### src/rtl/fp_pkg.sv
// Shared widths, constants and flag bundle for the single-precision add/subtract pipeline.
package fp_pkg;

    localparam int unsigned EXP_W    = 8;
    localparam int unsigned FRAC_W   = 23;
    localparam int unsigned MAN_W    = FRAC_W + 1;
    localparam int unsigned EXP_BIAS = 127;
    localparam int unsigned EXP_MAX  = 255;

    localparam logic [31:0] QNAN    = 32'h7FC00000;
    localparam logic [31:0] POS_INF = 32'h7F800000;

    typedef struct packed {
        logic overflow;
        logic underflow;
        logic inexact;
    } fp_flags_t;

endpackage

### src/rtl/fp_lzc24.sv
// Combinational 24-bit leading-zero counter; count is 24 and zero is set for an all-zero input.
module fp_lzc24 (
    input  logic [23:0] d,
    output logic [4:0]  count,
    output logic        zero
);

    always_comb begin
        count = 5'd24;
        zero  = 1'b1;
        // Ascending scan: the last hit is the most significant set bit.
        for (int i = 0; i < 24; i++) begin
            if (d[i]) begin
                count = 5'(23 - i);
                zero  = 1'b0;
            end
        end
    end

endmodule

### src/rtl/fp_normalize_pack.sv
// Normalize, round-to-nearest-even and pack stage of the FP add/subtract pipeline.
// Define FP_DENORM_EN to produce subnormal results instead of flushing tiny results to zero.
module fp_normalize_pack #(
    parameter int unsigned EXP_W  = 8,
    parameter int unsigned FRAC_W = 23
) (
    input  logic                    clk,
    input  logic                    rst,
    input  logic                    in_valid,
    output logic                    in_ready,
    input  logic                    in_sign,
    input  logic [EXP_W-1:0]        in_exp,
    input  logic [FRAC_W+1:0]       in_man,
    input  logic [2:0]              in_grs,
    input  logic                    in_nan,
    input  logic                    in_inf,
    output logic                    out_valid,
    input  logic                    out_ready,
    output logic [EXP_W+FRAC_W:0]   result,
    output logic                    flag_overflow,
    output logic                    flag_underflow,
    output logic                    flag_inexact
);
    import fp_pkg::*;

    localparam int unsigned EW = EXP_W + 2;

    // Handshake: each stage loads when empty or when the stage after it loads.
    logic a_valid, b_valid, a_load, b_load;
    assign b_load    = !b_valid || out_ready;
    assign a_load    = !a_valid || b_load;
    assign in_ready  = a_load;
    assign out_valid = b_valid;

    // Stage A: normalize
    logic [4:0]          lz;
    logic                lz_zero;
    logic [25:0]         shl;
    logic [MAN_W-1:0]    n_man;
    logic                n_g, n_r, n_s, n_zero;
    logic signed [EW-1:0] n_exp;

    fp_lzc24 u_lzc (
        .d     (in_man[23:0]),
        .count (lz),
        .zero  (lz_zero)
    );

    always_comb begin
        shl   = '0;
        n_man = in_man[24:1];
        n_g   = in_man[0];
        n_r   = in_grs[2];
        n_s   = in_grs[1] | in_grs[0];
        n_exp = $signed({2'b00, in_exp}) + EW'(1);
        if (!in_man[24]) begin
            shl   = {in_man[23:0], in_grs[2:1]} << lz;
            n_man = shl[25:2];
            n_g   = shl[1];
            n_r   = shl[0];
            n_s   = in_grs[0];
            n_exp = $signed({2'b00, in_exp}) - $signed({{(EW-5){1'b0}}, lz});
        end
    end

    assign n_zero = !in_man[24] && lz_zero && (in_grs == 3'b000);

    logic                 a_sign, a_g, a_r, a_s, a_nan, a_inf, a_zero;
    logic [MAN_W-1:0]     a_man;
    logic signed [EW-1:0] a_exp;

    always_ff @(posedge clk) begin
        if (a_load && in_valid) begin
            a_sign <= in_sign;
            a_exp  <= n_exp;
            a_man  <= n_man;
            a_g    <= n_g;
            a_r    <= n_r;
            a_s    <= n_s;
            a_nan  <= in_nan;
            a_inf  <= in_inf;
            a_zero <= n_zero;
        end
    end

    // Stage B: round and pack
    logic                  rnd_inc, rnd_carry;
    logic [FRAC_W-1:0]     rnd_frac;
    logic signed [EW-1:0]  exp_r;
    logic [EXP_W+FRAC_W:0] b_res;
    fp_flags_t             b_flags, flags_q;

    assign rnd_inc              = a_g && (a_r || a_s || a_man[0]);
    assign {rnd_carry, rnd_frac} = {1'b0, a_man[FRAC_W-1:0]} + {{FRAC_W{1'b0}}, rnd_inc};
    assign exp_r                = a_exp + $signed({{(EW-1){1'b0}}, rnd_carry});

`ifdef FP_DENORM_EN
    logic signed [EW-1:0] dn_amt;
    logic [4:0]           dn_sh;
    logic [51:0]          dn_ext;
    logic [MAN_W-1:0]     dn_man, dn_sum;
    logic                 dn_g, dn_r, dn_s, dn_inc;

    assign dn_amt = EW'(1) - a_exp;
    assign dn_sh  = (dn_amt > EW'(25)) ? 5'd25 : dn_amt[4:0];
    assign dn_ext = {a_man, a_g, a_r, 26'b0} >> dn_sh;
    assign dn_man = dn_ext[51:28];
    assign dn_g   = dn_ext[27];
    assign dn_r   = dn_ext[26];
    assign dn_s   = a_s || (|dn_ext[25:0]);
    assign dn_inc = dn_g && (dn_r || dn_s || dn_man[0]);
    assign dn_sum = dn_man + {{(MAN_W-1){1'b0}}, dn_inc};
`endif

    always_comb begin
        b_res   = {a_sign, exp_r[EXP_W-1:0], rnd_frac};
        b_flags = '{overflow: 1'b0, underflow: 1'b0, inexact: a_g | a_r | a_s};
        if (a_nan) begin
            b_res   = QNAN;
            b_flags = '0;
        end else if (a_inf) begin
            b_res   = {a_sign, POS_INF[30:0]};
            b_flags = '0;
        end else if (a_zero) begin
            b_res   = {a_sign, 31'h0};
            b_flags = '0;
        end else if (a_exp <= EW'(0)) begin
`ifdef FP_DENORM_EN
            // Hidden-bit carry out of the subnormal lands in the exponent LSB.
            b_res   = {a_sign, 7'h00, dn_sum[23], dn_sum[22:0]};
            b_flags = '{overflow: 1'b0, underflow: 1'b1, inexact: dn_g | dn_r | dn_s};
`else
            b_res   = {a_sign, 31'h0};
            b_flags = '{overflow: 1'b0, underflow: 1'b1,
                        inexact: (|a_man) | a_g | a_r | a_s};
`endif
        end else if (exp_r >= $signed(EW'(EXP_MAX))) begin
            b_res   = {a_sign, POS_INF[30:0]};
            b_flags = '{overflow: 1'b1, underflow: 1'b0, inexact: 1'b1};
        end
    end

    always_ff @(posedge clk) begin
        if (rst) begin
            a_valid <= 1'b0;
            b_valid <= 1'b0;
            result  <= '0;
            flags_q <= '0;
        end else begin
            if (a_load) a_valid <= in_valid;
            if (b_load) b_valid <= a_valid;
            if (b_load && a_valid) begin
                result  <= b_res;
                flags_q <= b_flags;
            end
        end
    end

    assign flag_overflow  = flags_q.overflow;
    assign flag_underflow = flags_q.underflow;
    assign flag_inexact   = flags_q.inexact;

endmodule
### config.mk
export PLATFORM = sky130hd
export DESIGN_NAME = fp_normalize_pack
export DESIGN_NICKNAME = d
export VERILOG_FILES = /design/src/rtl/fp_pkg.sv /design/src/rtl/fp_lzc24.sv /design/src/rtl/fp_normalize_pack.sv
export SDC_FILE = /design/constraint.sdc
export NUM_CORES = 1
export LEC_CHECK = 0
export CAP_MARGIN = 20
export CORE_UTILIZATION = 30
export CTS_CLUSTER_DIAMETER = 40
export DETAILED_ROUTE_END_ITERATION = 7
export GPL_ROUTABILITY_DRIVEN = 0
export PLACE_DENSITY = 0.59
export SETUP_SLACK_MARGIN = 0.15
export SLEW_MARGIN = 0
export SYNTH_ARGS = -nofsm -noshare
export SYNTH_HDL_FRONTEND = slang
export SYNTH_SLANG_ARGS = --single-unit
export TNS_END_PERCENT = 20
### constraint.sdc
create_clock -name clk -period 4.4 [get_ports clk]
set_clock_uncertainty 0.05 [all_clocks]
set_input_delay 0.88 -clock clk [delete_from_list [all_inputs] [get_ports clk]]
set_output_delay 0.88 -clock clk [all_outputs]
set_load 0.01 [all_outputs]
Yosys cells after proc, flatten, opt, wreduce, memory -nomap -nowiden
Cells that the tools add are included.
{ "classes": {"n_addsub": 4, "n_mul": 0, "div_mod_pow": 0, "magnitude_cmp": 2, "eq_ne": 0, "shift": 1, "muxes": 63, "n_bitwise": 6, "reduce_logical": 14} }
{ "ops": {"columns": ["op", "count"], "rows": [
  ["2-to-1 mux 31 bit", 4],
  ["2-to-1 mux 5 bit", 16],
  ["2-to-1 mux 32 bit", 1],
  ["2-to-1 mux 4 bit", 8],
  ["2-to-1 mux 1 bit", 27],
  ["<< shifter 26 x 5 -> 26 bit", 1],
  ["adder 23 x 1 -> 24 bit", 1],
  ["OR reduction 24 bit", 1],
  ["2-to-1 mux 23 bit", 1],
  ["2-to-1 mux 3 bit", 5],
  ["adder 10 x 2 -> 10 bit", 1],
  ["greater-or-equal comparator 10 x 9 -> 1 bit, second input constant", 1],
  ["less-or-equal comparator 10 x 1 -> 1 bit, second input constant", 1],
  ["2-to-1 mux 10 bit", 1],
  ["adder 8 x 1 -> 9 bit, second input constant", 1],
  ["subtractor 8 x 5 -> 9 bit", 1],
  ["bitwise OR 1 bit", 6],
  ["logical AND 1 bit", 5],
  ["logical OR 1 bit", 4],
  ["zero test 1 bit", 3],
  ["zero test 3 bit", 1]
]} }
{ "word_totals": {"reg_bits": 78, "latch_bits": 0, "ramBits": 0, "mem_bits_ro": 0, "output_inout_bits": 37, "word_cells": 106, "n_memories": 0} }

Longest topological paths before layout
{ "depth": {"depth_word": 26, "depth_mapped": 17, "ltp_nobuf": 16} }

Modules after synthesis
A second synthesis with hierarchy kept.
{ "hier_totals": {"cells_unflattened": 593, "area_unflattened_um2": 5572.8} }
{ "by_module_without_submodules": {"columns": ["mod", "n_inst", "cells_each", "area_each_um2", "seq_area_each_um2"], "rows": [
  ["fp_normalize_pack", 1, 546, 5271.3, 1971.9],
  ["fp_lzc24", 1, 47, 301.5, 0.0]
]} }

Worst setup path after synthesis
Ideal clock, no wire load.
{ "synth_timing": {"path_type": "input-to-reg", "start": "input port in_man[2]", "end": "register a_exp[6] (data pin)", "setup_time_ns": 0.259, "arrival_time_ns": 3.529, "path_slack_ns": 0.561, "cell_stages": 15, "n_path_buf": 4, "cell_sequence": "buf_2 > o311ai_0 > a21o_1 > and2_1 > buf_2 > inv_2 > buf_2 > buf_2 > fa_1 > a21o_1 > a21oi_1 > nor2b_1 > nor4_1 > a41oi_1 > xnor2_1"} }
{ "synth_via": {"elab_chain_len": 24} }
{ "synth_lines": {"columns": ["item", "line_no", "source"], "rows": [
  ["start: declaration", "fp_normalize_pack.sv:13", "input logic [FRAC_W+1:0] in_man,"],
  ["2-to-1 mux 4 bit (6 in a row)", "fp_lzc24.sv:13", "if (d[i]) begin"],
  ["2-to-1 mux 5 bit (16 in a row)", "fp_lzc24.sv:13", null],
  ["subtractor 8 x 5 -> 9 bit", "fp_normalize_pack.sv:62", "n_exp = $signed({2'b00, in_exp}) - $signed({{(EW-5){1'b0}}, lz});"],
  ["2-to-1 mux 10 bit", "fp_normalize_pack.sv:56", "if (!in_man[24]) begin"],
  ["via n_exp[6]", "fp_normalize_pack.sv:41", "logic signed [EW-1:0] n_exp;"],
  ["end signal: assignment", "fp_normalize_pack.sv:75", "a_exp <= n_exp;"],
  ["end: declaration", "fp_normalize_pack.sv:70", "logic signed [EW-1:0] a_exp;"]
]} }
The timed path passes the listed nets, and every way through them passes these cells.
A chain may end at the register's enable or synchronous reset.

Final worst setup path
{ "layout_timing": {"start": "input port in_man[23]", "end": "register a_man[15] (data pin)"} }
{ "layout_via": {"elab_chain_len": 3} }
{ "layout_lines": {"columns": ["item", "line_no", "source"], "rows": [
  ["2-to-1 mux 5 bit", "fp_lzc24.sv:13", null],
  ["<< shifter 26 x 5 -> 26 bit (*)", "fp_normalize_pack.sv:57", "shl = {in_man[23:0], in_grs[2:1]} << lz;"],
  ["2-to-1 mux 23 bit (*)", "fp_normalize_pack.sv:56", null],
  ["via n_man[15]", "fp_normalize_pack.sv:39", "logic [MAN_W-1:0] n_man;"],
  ["end signal: assignment", "fp_normalize_pack.sv:76", "a_man <= n_man;"],
  ["end: declaration", "fp_normalize_pack.sv:69", "logic [MAN_W-1:0] a_man;"]
]} }
Mark *: on every way through the listed nets, which the timed path passes. The rest lies on a longest branch.

==> out/qor.tcl <==
set qor(drt-initial-drc-count) 676
set qor(remaining_overflow_grt) 0
set qor(status) {finished with violations}
set qor(min_period_ns) 3.86
set qor(hold_path_class) {reg -> reg}
set qor(ys_types) 72
set qor(critical-path-top-delay-family) {buffers and inverters}
set qor(count_of_tritonroute_iterations_in_the_first_routing_pass) 7
set qor(synth_cells) 667
set qor(syn_area_per_cell_um2) 8.34
set qor(maxCapViolations) 0
set qor(floorplan.initialDensity_pct) 30.8
set qor(r2r_start) {a_man[2]}
set qor(instance_count_along_the_most_critical_hold_path) 2
set qor(numCtsBuffers) 9
set qor(setup-tns-final_ns) 0
set qor(crit_fanout) 8
set qor(via_count_of_the_first_global_routing_pass) 5269
set qor(tritoncts) {built}
set qor(timing_hold_violations_final) 0
set qor(criticalPathCategory) {in -> reg}
set qor(finalSetupViolCount) 0
set qor(global_route_usage_sum_pct) 18.0
set qor(cp-startpoint) {in_man[23]}
set qor(tritoncts_num_sinks) 78
set qor(final.period_utilization_pct) 87.7
set qor(worstPathArrival_ns) 3.86
set qor(slew_worst_pin_ns) 0.897
set qor(largest_register_ff_count) 32
set qor(ctsRootBufferMaster) {clkbuf_16}
set qor(htree_levels) 3
set qor(synthesized_nets) 720
set qor(biggestRegsByFlops) {result (32), a_man (24), a_exp (10)}
set qor(syn_to_final_growth_pct) 26.8
set qor(rr_endpoint) {result[26]}
set qor(wl_per_cell_um) 17.3
set qor(boundaryPins) 80
set qor(placed_cells_incl_taps) 979
set qor(post_synth_fa_ha_maj_area_fraction_pct) 2.38
set qor(detailed_place.area_um2) 6800
set qor(synth_xor_area_share_pct) 5.19
set qor(largest-register) {result}
set qor(final_nets) 814
set qor(worst_r2r_path_cells) 17
set qor(postLayoutCellArea_um2) 7060
set qor(max-vdd-ir-drop_v) 0.000151
set qor(main_flop_type_after_synthesis) {edfxtp_1}
set qor(groute.layer.met2.usage_pct) 27.1
set qor(hp-start) {flag_overflow}
set qor(timing.critical_path.buf_inv) 2
set qor(max_stage_delay_ns) 0.68
set qor(fmax_mhz) 259
set qor(antenna_left) 0
set qor(setup_ws_ns) 0.543
set qor(clk_pin_slew_ns) 0.05
set qor(netlist_area_um2) 5570
set qor(setup.worst_path.start_class) {input pin}
set qor(worst_path_most_repeated_cell) {mux2i_1}
set qor(synth-edff-count) 41
set qor(rsz0062_at_grt) {no}
set qor(seq_area_frac_synth_pct) 35.4
set qor(finish.utilization_pct) 39.0
set qor(rrSetupSlack_ns) 0.62
set qor(synth.mux.area_fraction_pct) 4.92
set qor(fp-row-count) 49
set qor(synth_simple_gate_area_share_pct) 21.2
set qor(dominant_combinational_cell_family_by_area_after_synthesis) {compound AO/OA/AOI/OAI gates}
set qor(timing.max_slew.rel_slack_pct) 40.2
set qor(final_cell_mix) {clkdlybuf4s50_1, nand2_1, o21ai_0}
set qor(grt_antenna_before_repair) 0
set qor(required_ns) 4.40
set qor(wirelength_um) 17200
set qor(count_of_inserted_antenna_diode_cells) 0
set qor(final-instance-count-excl-fill) 995
set qor(fraction_of_met1_tracks_used_by_global_routing_pct) 25.2
set qor(drive_gt1_share_pct) 9.27
set qor(post_cts_buffers) 0
set qor(core_area_um2) 18100
set qor(synth-seq-cells) 78
set qor(clk_latency_ns) 0.33
set qor(timing.critical_path.cells) {clkdlybuf4s50_1 > nor2b_1 > nor4_1 > nand2_1 > o21ai_4 > buf_4 > mux2i_1 > mux2i_1 > a2111oi_0 > a311oi_1}
set qor(met3_usage_pct) 2.53
set qor(port_buffers) 79
set qor(final_max_slew_viol_count) 0
set qor(post_placement_setup_slack_ns) 0.242
set qor(hold-worst-slack_ns) 0.401
set qor(die_ar_um2) 19100
set qor(ys_async_sr_fraction_pct) 0
set qor(num_vias) 5537
set qor(power_density_over_the_cells_nw_per_um2) 273
set qor(post-layout-total-power_mw) 1.92
set qor(synth_area_in_compound_gates_pct) 26.4
set qor(maximum_number_of_pins_on_one_net_before_global_route_repair) 42
set qor(violations_in_the_final_reports) {DRC}
set qor(clock_tree.buffer_depth) 2
set qor(most_common_cell_after_layout_fill_and_taps_aside) {clkdlybuf4s50_1}
set qor(min_to) {flag_overflow}
set qor(crit_path_end_kind) {flop}
set qor(fp.dieH_um) 138
set qor(avgViaCountPerCell) 5.56
set qor(post-dp-hpwl_um) 13400
set qor(grt_max_usage_layer) {met2}
set qor(slowest_cell_on_the_critical_path) {clkdlybuf4s50_1}
set qor(first_pass_grt_wire_length_um) 27500
set qor(leakage_power_nw) 2.53
set qor(die-width_um) 138
set qor(synth_warnings) 0
set qor(drcViolationCount) 22
[layer usage]
metal / share of wire [%] / vias up
li1: - / 2704
met1: 46 / 2493
met2: 43 / 291
met3: 7.7 / 49
met4: 3.3 / 0
met5: 0 / -
[worst register-to-register path, cell delays in order (launching register included)]
cell and delay (ns):
edfxtp_1 0.44, nand4_1 0.16, nor2_1 0.25, nand2_1 0.11, nor3_1 0.23, buf_4 0.17
nand2_1 0.09, nor3_1 0.26, ha_1 0.22, ha_1 0.19, nand2b_1 0.15, o21ai_0 0.08
a22oi_1 0.22, o41a_1 0.17, o41ai_2 0.08, o2bb2ai_1 0.16, nor2b_1 0.46, a21oi_1 0.14
[logic make-up (layout without fill, tap and decap cells)]
kind of cell    count (synthesis)  in the layout
buf+inv                        60            159
simple gates                  246            246
compound gates                214            214
mux                            26             26
flops                          78             78
xor+xnor                       33             33
fa+ha+maj                      10             10
[cells in the mapped netlist, drive strengths merged, types with 11 or more instances]
cell type | n | share of area [%]
a211oi | 16 | 2.2
a21o | 11 | 1.5
a21oi | 35 | 3.2
a22oi | 16 | 2.2
buf | 19 | 1.8
clkbuf | 17 | 1.1
dfxtp | 37 | 13
edfxtp | 41 | 22
inv | 24 | 1.6
mux2i | 24 | 4.3
nand2 | 79 | 5.4
nand3 | 28 | 2.5
nor2 | 55 | 3.7
nor2b | 12 | 1.3
nor3 | 14 | 1.3
nor4 | 16 | 1.9
o21ai | 62 | 5.8
xnor2 | 15 | 2.4
xor2 | 18 | 2.8
[area by class of cell]
type,count,area (um2)
Tap cell,229,287
Clock buffer,13,240
Multi-Input combinational cell,529,3350
Clock inverter,3,12.5
Timing Repair Buffer,119,1100
Inverter,24,90.1
Sequential cell,78,1970
Fill cell,1867,11000
[power by group]
part           switching [mW]  internal, mW  total, mW
combinational           0.255         0.187      0.442
clock                   0.248         0.377      0.625
sequential             0.0397         0.817      0.857
[worst max path at each step]
stage | to | cells past startpoint
finish | a_man[15] | 10
global route | result[27] | 17
CTS | result[16] | 18
detailed placement | a_exp[6] | 15
global placement | a_man[18] | 10
floorplan | a_exp[6] | 15
[timing repair]
action,CTS,global route
hold buffers,0,0
gates resized for setup,0,1
setup endpoints to repair,0,3
Note: power is estimated with default switching activity, not from simulation.
